## src/rtl/uart_pkg.sv

```systemverilog
// Shared UART definitions: scheduler state encoding, default bit timing and
// frame-length helper used by the transmitter, receiver and scheduler.
package uart_pkg;

    typedef enum logic [1:0] {
        SCH_IDLE   = 2'd0,
        SCH_LAUNCH = 2'd1,
        SCH_WAIT   = 2'd2
    } sch_state_t;

    localparam int unsigned BR_CLOCK_CYCLES = 20;
    localparam int unsigned FRAME_BITS      = 11;

    function automatic int unsigned frame_cycles(input int unsigned br_cycles,
                                                 input int unsigned bits,
                                                 input int unsigned guard);
        return br_cycles * bits + guard;
    endfunction

endpackage

```

## src/rtl/uart_tx_scheduler_rr_arbiter.sv

```systemverilog
// Combinational round-robin arbiter: first asserted request at or above
// i_rr_ptr, wrapping around, wins.
module rr_arbiter #(
    parameter int unsigned NUM_REQ = 4,
    parameter int unsigned IDW     = 2
) (
    input  logic [NUM_REQ-1:0] i_req,
    input  logic [IDW-1:0]     i_rr_ptr,
    output logic [NUM_REQ-1:0] o_grant,
    output logic [IDW-1:0]     o_grant_idx,
    output logic               o_any
);

    int unsigned        v_idx;
    logic [NUM_REQ-1:0] v_sh;

    always_comb begin
        o_grant     = '0;
        o_grant_idx = '0;
        o_any       = 1'b0;
        v_idx       = 0;
        v_sh        = '0;
        for (int unsigned k = 0; k < NUM_REQ; k++) begin
            v_idx = 32'(i_rr_ptr) + k;
            if (v_idx >= NUM_REQ) begin
                v_idx = v_idx - NUM_REQ;
            end
            v_sh = i_req >> v_idx;
            if (!o_any && v_sh[0]) begin
                o_any       = 1'b1;
                o_grant     = NUM_REQ'(1) << v_idx;
                o_grant_idx = IDW'(v_idx);
            end
        end
    end

endmodule

```

## src/rtl/uart_tx_scheduler.sv

```systemverilog
// Round-robin scheduler sharing one UART transmitter between NUM_REQ byte
// producers; frames are timed internally since the transmitter has no busy flag.
module uart_tx_scheduler #(
    parameter int unsigned NUM_REQ         = 4,
    parameter int unsigned BR_CLOCK_CYCLES = uart_pkg::BR_CLOCK_CYCLES,
    parameter int unsigned FRAME_BITS      = uart_pkg::FRAME_BITS,
    parameter int unsigned GUARD_CYCLES    = 2,
    parameter int unsigned CNT_WIDTH       = 16,
    localparam int unsigned IDW            = (NUM_REQ > 1) ? $clog2(NUM_REQ) : 1
) (
    input  logic                   clock,
    input  logic                   reset,
    input  logic                   sched_en,
    input  logic [NUM_REQ-1:0]     req_valid,
    input  logic [8*NUM_REQ-1:0]   req_data,
    output logic [NUM_REQ-1:0]     req_ready,
    output logic                   tx_en,
    output logic [7:0]             tx_data,
    output logic [IDW-1:0]         grant_id,
    output logic                   busy,
    output logic                   frame_done
);

    import uart_pkg::*;

    localparam int unsigned          FRAME_CYCLES = frame_cycles(BR_CLOCK_CYCLES, FRAME_BITS, GUARD_CYCLES);
    localparam logic [CNT_WIDTH-1:0] TIMER_LOAD   = CNT_WIDTH'(FRAME_CYCLES - 1);

    if (NUM_REQ < 1 || NUM_REQ > 8) begin : g_bad_num_req
        $error("uart_tx_scheduler: NUM_REQ must be in 1..8");
    end
    if (64'(FRAME_CYCLES) >= (64'd1 << CNT_WIDTH)) begin : g_bad_cnt_width
        $error("uart_tx_scheduler: CNT_WIDTH too narrow for FRAME_CYCLES");
    end

    sch_state_t           r_state;
    sch_state_t           w_state_next;
    logic [IDW-1:0]       r_rr_ptr;
    logic [IDW-1:0]       w_win_idx;
    logic [NUM_REQ-1:0]   w_win_grant;
    logic                 w_any;
    logic                 w_accept;
    logic                 w_frame_end;
    logic [NUM_REQ-1:0]   w_ready;
    logic [8*NUM_REQ-1:0] w_sel;
    logic [CNT_WIDTH-1:0] r_timer;
    logic                 r_tx_en;
    logic [7:0]           r_tx_data;
    logic [IDW-1:0]       r_grant_id;
    logic                 r_busy;
    logic                 r_frame_done;

    rr_arbiter #(
        .NUM_REQ (NUM_REQ),
        .IDW     (IDW)
    ) u_arb (
        .i_req       (req_valid),
        .i_rr_ptr    (r_rr_ptr),
        .o_grant     (w_win_grant),
        .o_grant_idx (w_win_idx),
        .o_any       (w_any)
    );

    assign w_sel = req_data >> {w_win_idx, 3'b000};

    always_ff @(posedge clock or negedge reset) begin
        if (!reset) begin
            r_state <= SCH_IDLE;
        end else begin
            r_state <= w_state_next;
        end
    end

    always_comb begin
        w_state_next = r_state;
        w_accept     = 1'b0;
        w_ready      = '0;
        w_frame_end  = 1'b0;
        case (r_state)
            SCH_IDLE: begin
                if (sched_en && w_any) begin
                    w_accept     = 1'b1;
                    w_ready      = w_win_grant;
                    w_state_next = SCH_LAUNCH;
                end
            end
            SCH_LAUNCH: begin
                w_state_next = SCH_WAIT;
            end
            SCH_WAIT: begin
                if (r_timer == '0) begin
                    w_frame_end  = 1'b1;
                    w_state_next = SCH_IDLE;
                end
            end
            default: begin
                w_state_next = SCH_IDLE;
            end
        endcase
    end

    // Timer is loaded on the accept edge so it already reads FRAME_CYCLES-1
    // during LAUNCH; counting through LAUNCH and WAIT frees IDLE at A+1+FRAME_CYCLES.
    always_ff @(posedge clock or negedge reset) begin
        if (!reset) begin
            r_tx_en      <= 1'b0;
            r_tx_data    <= '0;
            r_grant_id   <= '0;
            r_rr_ptr     <= '0;
            r_busy       <= 1'b0;
            r_frame_done <= 1'b0;
            r_timer      <= '0;
        end else begin
            r_tx_en      <= w_accept;
            r_frame_done <= w_frame_end;
            if (w_accept) begin
                r_tx_data  <= w_sel[7:0];
                r_grant_id <= w_win_idx;
                r_rr_ptr   <= (w_win_idx == IDW'(NUM_REQ - 1)) ? '0 : w_win_idx + 1'b1;
                r_busy     <= 1'b1;
                r_timer    <= TIMER_LOAD;
            end else begin
                if (r_state != SCH_IDLE && r_timer != '0) begin
                    r_timer <= r_timer - 1'b1;
                end
                if (w_frame_end) begin
                    r_busy <= 1'b0;
                end
            end
        end
    end

    assign req_ready  = w_ready;
    assign tx_en      = r_tx_en;
    assign tx_data    = r_tx_data;
    assign grant_id   = r_grant_id;
    assign busy       = r_busy;
    assign frame_done = r_frame_done;

endmodule

```

## config.mk

```make
export PLATFORM = sky130hd
export DESIGN_NAME = uart_tx_scheduler
export DESIGN_NICKNAME = d
export VERILOG_FILES = /design/src/rtl/uart_pkg.sv /design/src/rtl/uart_tx_scheduler_rr_arbiter.sv /design/src/rtl/uart_tx_scheduler.sv
export SDC_FILE = /design/constraint.sdc
export NUM_CORES = 1
export LEC_CHECK = 0
export CAP_MARGIN = 20
export CORE_ASPECT_RATIO = 0.5
export CORE_MARGIN = 2
export CORE_UTILIZATION = 35
export DETAILED_ROUTE_END_ITERATION = 8
export PLACE_DENSITY = 0.57
export SLEW_MARGIN = 20
export SYNTH_ARGS = -nofsm -noshare
export SYNTH_HDL_FRONTEND = slang
export SYNTH_SLANG_ARGS = --single-unit
export TNS_END_PERCENT = 50
```

## constraint.sdc

```tcl
create_clock -name clock -period 4.2 [get_ports clock]
set_input_delay 0.84 -clock clock [delete_from_list [all_inputs] [get_ports clock]]
set_output_delay 0.84 -clock clock [all_outputs]
set_load 0.005 [all_outputs]
```

**Word level (Yosys, flattened, before mapping)**

Index checks and enable logic that the tools add are counted.

- Register bits: 33
- Input bits: 39
- Logic and storage cells: 80

- Add/sub/neg operators: 9
- Magnitude comparators: 4
- Equality and inequality tests: 5
- Shifts and indexed selects: 9
- Muxes and demuxes: 30
- Reductions and logical operators: 15

Operators by type and width:

| kind | number |
|---|---|
| $mux W32 | 4 |
| $shl A1 B32 Y4 const A | 4 |
| $shr A4 B32 Y1 | 4 |
| $ge A32 B3 Y1 const B | 3 |
| $sub A32 B3 Y32 const B | 3 |
| $mux W16 | 2 |
| $shr A32 B5 Y8 | 1 |
| $mux W4 | 6 |
| $logic_not A16 Y1 | 1 |
| $reduce_bool A16 Y1 | 1 |
| $sub A16 B1 Y16 const B | 1 |
| $mux W2 | 7 |
| $mux W1 | 10 |
| $add A2 B2 Y3 const B | 2 |
| $pmux W2 S3 | 1 |
| $reduce_bool A2 Y1 | 3 |
| $logic_and A1 B1 Y1 | 5 |
| $eq A2 B2 Y1 const B | 2 |
| $ne A2 B2 Y1 const B | 2 |
| $sub A2 B3 Y4 const B | 1 |
| $add A2 B1 Y3 const B | 1 |
| $ge A2 B3 Y1 const B | 1 |
| $logic_not A1 Y1 | 3 |
| $add A2 B1 Y2 const B | 1 |
| other kinds (3) | 3 |

**Depth between registers and ports, before layout**

- Depth in word-level cells: 17
- Gate-level depth with buffers: 12
- Gate-level depth less buffers: 9

**By module**

Synthesis repeated with hierarchy kept, for this count alone.

- Cell total of the unflattened synthesis: 247
- Area, all modules: 2341.0 sq um

Modules (own cells, without submodules):

| module | times used | cells an instance | area each (sq um) | seq. area each (sq um) |
|---|---|---|---|---|
| uart_tx_scheduler | 1 | 175 | 1746.7 | 825.8 |
| rr_arbiter | 1 | 72 | 594.3 | 0.0 |

**Worst setup path after synthesis**

OpenSTA, ideal clock, no wires.

- Path type: reg2out
- From: register r_rr_ptr[0]
- To: output req_ready[0]
- Data arrival time: 2.775 ns
- Required time: 3.360 ns
- Slack: 0.585 ns
- Stages on the path, launching flop included: 12
- Path through: dfrtp_1 > buf_6 > inv_2 > buf_1 > ha_1 > and3_1 > buf_2 > or2_0 > buf_6 > o311ai_4 > buf_2 > nor2_1

- Word-level cells in the longest chain between the ends: 16
- Elaborated cells on any way between the ends: 40
- Classes of those cells: add/sub (7); order compare (4); shift (8); mux (14); reduce/logical (7)

Ends and longest elaborated chain:

| item | line | source |
|---|---|---|
| from (decl) | uart_tx_scheduler.sv:38 | `logic [IDW-1:0] r_rr_ptr;` |
| from (signal assigned) | uart_tx_scheduler.sv:119 | `r_rr_ptr <= (w_win_idx == IDW'(NUM_REQ - 1)) ? '0 : w_win_idx + 1'b1;` |
| branches (longest 14 deep; another with $sub A32 B3 Y32) | -- |  |
| $mux W4 * | uart_tx_scheduler.sv:81 | `if (sched_en && w_any) begin` |
| $mux W4 * | uart_tx_scheduler.sv:79 | `case (r_state)` |
| to (decl) | uart_tx_scheduler.sv:16 | `output logic [NUM_REQ-1:0] req_ready,` |

Mark *: on every way between the ends.

**Worst setup path in the final report**

- From: input req_valid[2]
- To: output req_ready[3]

- Word-level cells in the longest chain between the ends: 14
- Elaborated cells on any way between the ends: 21
- Classes of those cells: shift (4); mux (10); reduce/logical (7)

Ends and longest elaborated chain:

| item | line | source |
|---|---|---|
| from (decl) | uart_tx_scheduler.sv:14 | `input logic [NUM_REQ-1:0] req_valid,` |
| $shr A4 B32 Y1 | uart_tx_scheduler_rr_arbiter.sv:28 | `v_sh = i_req >> v_idx;` |
| $mux W1 | uart_tx_scheduler_rr_arbiter.sv:29 | `if (!o_any && v_sh[0]) begin` |
| $logic_not A1 Y1 | uart_tx_scheduler_rr_arbiter.sv:29 |  |
| $logic_and A1 B1 Y1 | uart_tx_scheduler_rr_arbiter.sv:29 |  |
| $mux W1 | uart_tx_scheduler_rr_arbiter.sv:29 |  |
| $logic_not A1 Y1 | uart_tx_scheduler_rr_arbiter.sv:29 |  |
| $logic_and A1 B1 Y1 | uart_tx_scheduler_rr_arbiter.sv:29 |  |
| $mux W1 | uart_tx_scheduler_rr_arbiter.sv:29 |  |
| $logic_not A1 Y1 | uart_tx_scheduler_rr_arbiter.sv:29 |  |
| $logic_and A1 B1 Y1 | uart_tx_scheduler_rr_arbiter.sv:29 |  |
| $mux W1 | uart_tx_scheduler_rr_arbiter.sv:29 |  |
| $logic_and A1 B1 Y1 | uart_tx_scheduler.sv:81 |  |
| $mux W4 * | uart_tx_scheduler.sv:81 |  |
| $mux W4 * | uart_tx_scheduler.sv:79 |  |

Every way passes the cells marked *; elsewhere a longest branch is shown, timed or not.

==> results_dict.tcl <==
set metrics [dict create \
    final_nets 382 \
    cts_tree "done" \
    clkLatencyLatePin_ps 270 \
    cp.required_ps 3360 \
    clock_path_buffers 2 \
    ff2ff_setup_slack_ps 660 \
    synth_cell_types 54 \
    fin_crit_ps 4080 \
    swShare_pct 47.0 \
    syn_inst 275 \
    leakagePower_nw 1.46 \
    min_path_cells 2 \
    avgSynthCellArea_um2 9.60 \
    rr_worst_depth 11 \
    die_w_um 127 \
    vias 2396 \
    worstMarginPinSlew_ps 786 \
    reg2reg_to "tx_data[0]$_DFFE_PN0P_" \
    core_area_mm2 0.00732 \
    die_area_mm2 0.00830 \
    synthesis.area_mm2 0.00264 \
    antenna_found_initial 0 \
    postCtsHoldBufs 0 \
    place.gp.congestion 0.841 \
    grt_pass1_vias 2276 \
    crit_fanout 5 \
    sequentialPowerShare_pct 17.7 \
    antenna_left 0 \
    synthTopCellsByArea "dfrtp_1 31%, nand2_1 6.3%, o211a_1 6.1%, ha_1 4.3%, mux2_2 4.3%" \
    holdWs_ps 479 \
    power_frac_clock_pct 12.4 \
    end_kind "output port" \
    crit_chain "clkdlybuf4s50_1, mux2_1, and3_1, or2_0, buf_4, a221oi_1, a2bb2oi_1, nor2_1, clkdlybuf4s50_1" \
    cts_buffers 5 \
    post_cts_resized 0 \
    pin_count 56 \
    rsz0062_at_grt "yes" \
    r2r-start "r_rr_ptr[0]$_DFFE_PN0P_" \
    crit_top_cell "clkdlybuf4s50_1" \
    outcome "complete, no violations" \
    fin_skew_ps 1.47 \
    synth_commonest_cells "44 x nand2_1, 33 x dfrtp_1, 16 x nor2_1, 16 x o211a_1, 11 x a2111oi_0" \
    globalRoute.totalOverflow 0 \
    ir_drop_mv 0.402 \
    setup_viol 0 \
    grt_pass1_wl_um 11300 \
    rows 22 \
    critPathLaunchType "input port" \
    gr-usage-all-layers_pct 17.3 \
    fin_crit_sh_pct 97.1 \
    wl_per_cell_um 16.3 \
    cap_violations 0 \
    synth_most_common_cell "nand2_1" \
    ys_ff_latch 33 \
    maxSlewHeadroom_pct 46.2 \
    viasPerCell 5.56 \
    syn_nets 323 \
    cts.sinks 33 \
    drv_slew 0 \
    holdCritStartpoint "grant_id[0]$_DFFE_PN0P_" \
    diodes 0 \
    power.density_mw_per_mm2 796 \
    ys_warn_count 0 \
    ys_seq_area_share_pct 31.3 \
    wl_um 7020 \
    clockRootBuffer "clkbuf_16" \
    initial_core_util_pct 36.1 \
    hpwl_um 5170 \
    cts.clk_slew.worst_paths_ps 50 \
    drive_gt1_share_pct 14.6 \
    synth_top_area_share_pct 31.3 \
    synth-main-ff-cell "dfrtp_1" \
    syn_to_final_growth_pct 31.6 \
    max_stage_delay_ps 450 \
    die_height_um 65.4 \
    nFillCells 689 \
    io_buffer_count 55 \
    synth_area_leader_cell "dfrtp_1" \
    arrival_ps 3240 \
    worst-setup-path-type "in2out" \
    synth_edf_count 0 \
    post-route-drc-count 0 \
    internal_power_mw 1.46 \
    slowest_stage "clkdlybuf4s50_1" \
    min_to "grant_id[0]$_DFFE_PN0P_" \
    max_freq_mhz 245 \
    combPwrFrac_pct 69.9 \
    drtPass1Iterations 4 \
    drt-initial-drc-count 142 \
    async_reset_ff_share_pct 100 \
    fin_util_pct 47.5 \
    hp-class "reg2reg" \
    grt_max_degree 34 \
    cts_post_setup_buffers_inserted 0 \
    htreeDepth 2 \
    finalHoldViolations 0 \
    power.switching_mw 1.30 \
]
-- worst max path at each step --
| stage | start | to | slack [ps] | cells past startpoint |
|---|---|---|---|---|
| after floorplan | r_rr_ptr[0]$_DFFE_PN0P_ | req_ready[0] | 580 | 11 |
| after global placement | req_valid[2] | req_ready[3] | 160 | 9 |
| after detailed placement | req_valid[2] | req_ready[0] | 70 | 9 |
| after CTS | req_valid[2] | req_ready[0] | 70 | 9 |
| after global routing | req_valid[2] | req_ready[3] | -20 | 9 |
| final | req_valid[2] | req_ready[3] | 120 | 9 |
-- worst max-delay path: cells and delay by family --
kind,cells,cell delay (ps)
buffers and inverters,3,1090
AND/OR/NAND/NOR,3,520
multiplexers,1,300
AO/OA/AOI/OAI,2,480
-- power by group through the flow --
stage,Sequential (mW),Clock (mW),Combinational [mW]
finish,0.490,0.342,1.93
global route,0.503,0.373,2.09
CTS,0.491,0.351,1.90
detailed placement,0.494,0,1.89
global placement,0.489,0,1.86
floorplan,0.477,0,1.34
-- final cells by class --
class	count	area [um2]	share of cell area [%]
Multi-Input combinational cell	219	1720	49.4
Sequential cell	33	827	23.8
Timing Repair Buffer	68	648	18.6
Clock buffer	6	129	3.71
Tap cell	96	120	3.46
Inverter	7	26.3	0.756
Clock inverter	2	10.0	0.288
-- flip-flops by register name (all words and copies together), names as in the netlist --
signal,cells
grant_id,2
busy,1
r_rr_ptr,2
r_timer,16
tx_data,8
r_state,2
tx_en,1
frame_done,1
-- kinds of logic (layout without fill, tap and decap cells) --
kind of cell | Yosys count | after routing | synth area share [%]
AO/OA/AOI/OAI | 73 | 73 | 26.3
XOR/XNOR | 13 | 13 | 4.31
flip-flops | 33 | 33 | 31.3
adder cells (fa/ha/maj) | 9 | 9 | 4.26
AND/OR/NAND/NOR | 101 | 101 | 18.9
multiplexers | 23 | 23 | 10.6
buffers and inverters | 23 | 83 | 4.41
-- metrics by stage --
step / total power [mW] / setup TNS, ps / instance area (um2) / cells / worst slack (ps)
final: 2.77 / 0 / 3480 / 431 / 123
after global routing: 2.96 / -16.9 / 3480 / 431 / -16.9
after CTS: 2.74 / 0 / 3460 / 431 / 70.3
after detailed placement: 2.39 / 0 / 3320 / 423 / 70.3
after global placement: 2.35 / 0 / 3320 / 423 / 160
after floorplan: 1.81 / 0 / 2640 / 275 / 585
-- metal layers --
metal  vias to the layer above  wire length, um  GRT usage [%]
met3                         6              332           2.93
met4                         0               72           5.22
li1                       1158                -              -
met5                         -                0              0
met2                        52             3340           28.6
met1                      1180             3270           23.6
-- cell usage in the layout, fill, tap and decap left out, drive strengths merged, types with 9 or more instances in the layout --
cell            n
clkdlybuf4s50  55
o31ai          10
dfrtp          33
buf            13
mux2           13
o211a          16
mux2i           9
o21ai           9
a2111oi        17
nand2          44
nor2           16
ha              9
xnor2          10
Power figures use the tool's default switching activity.
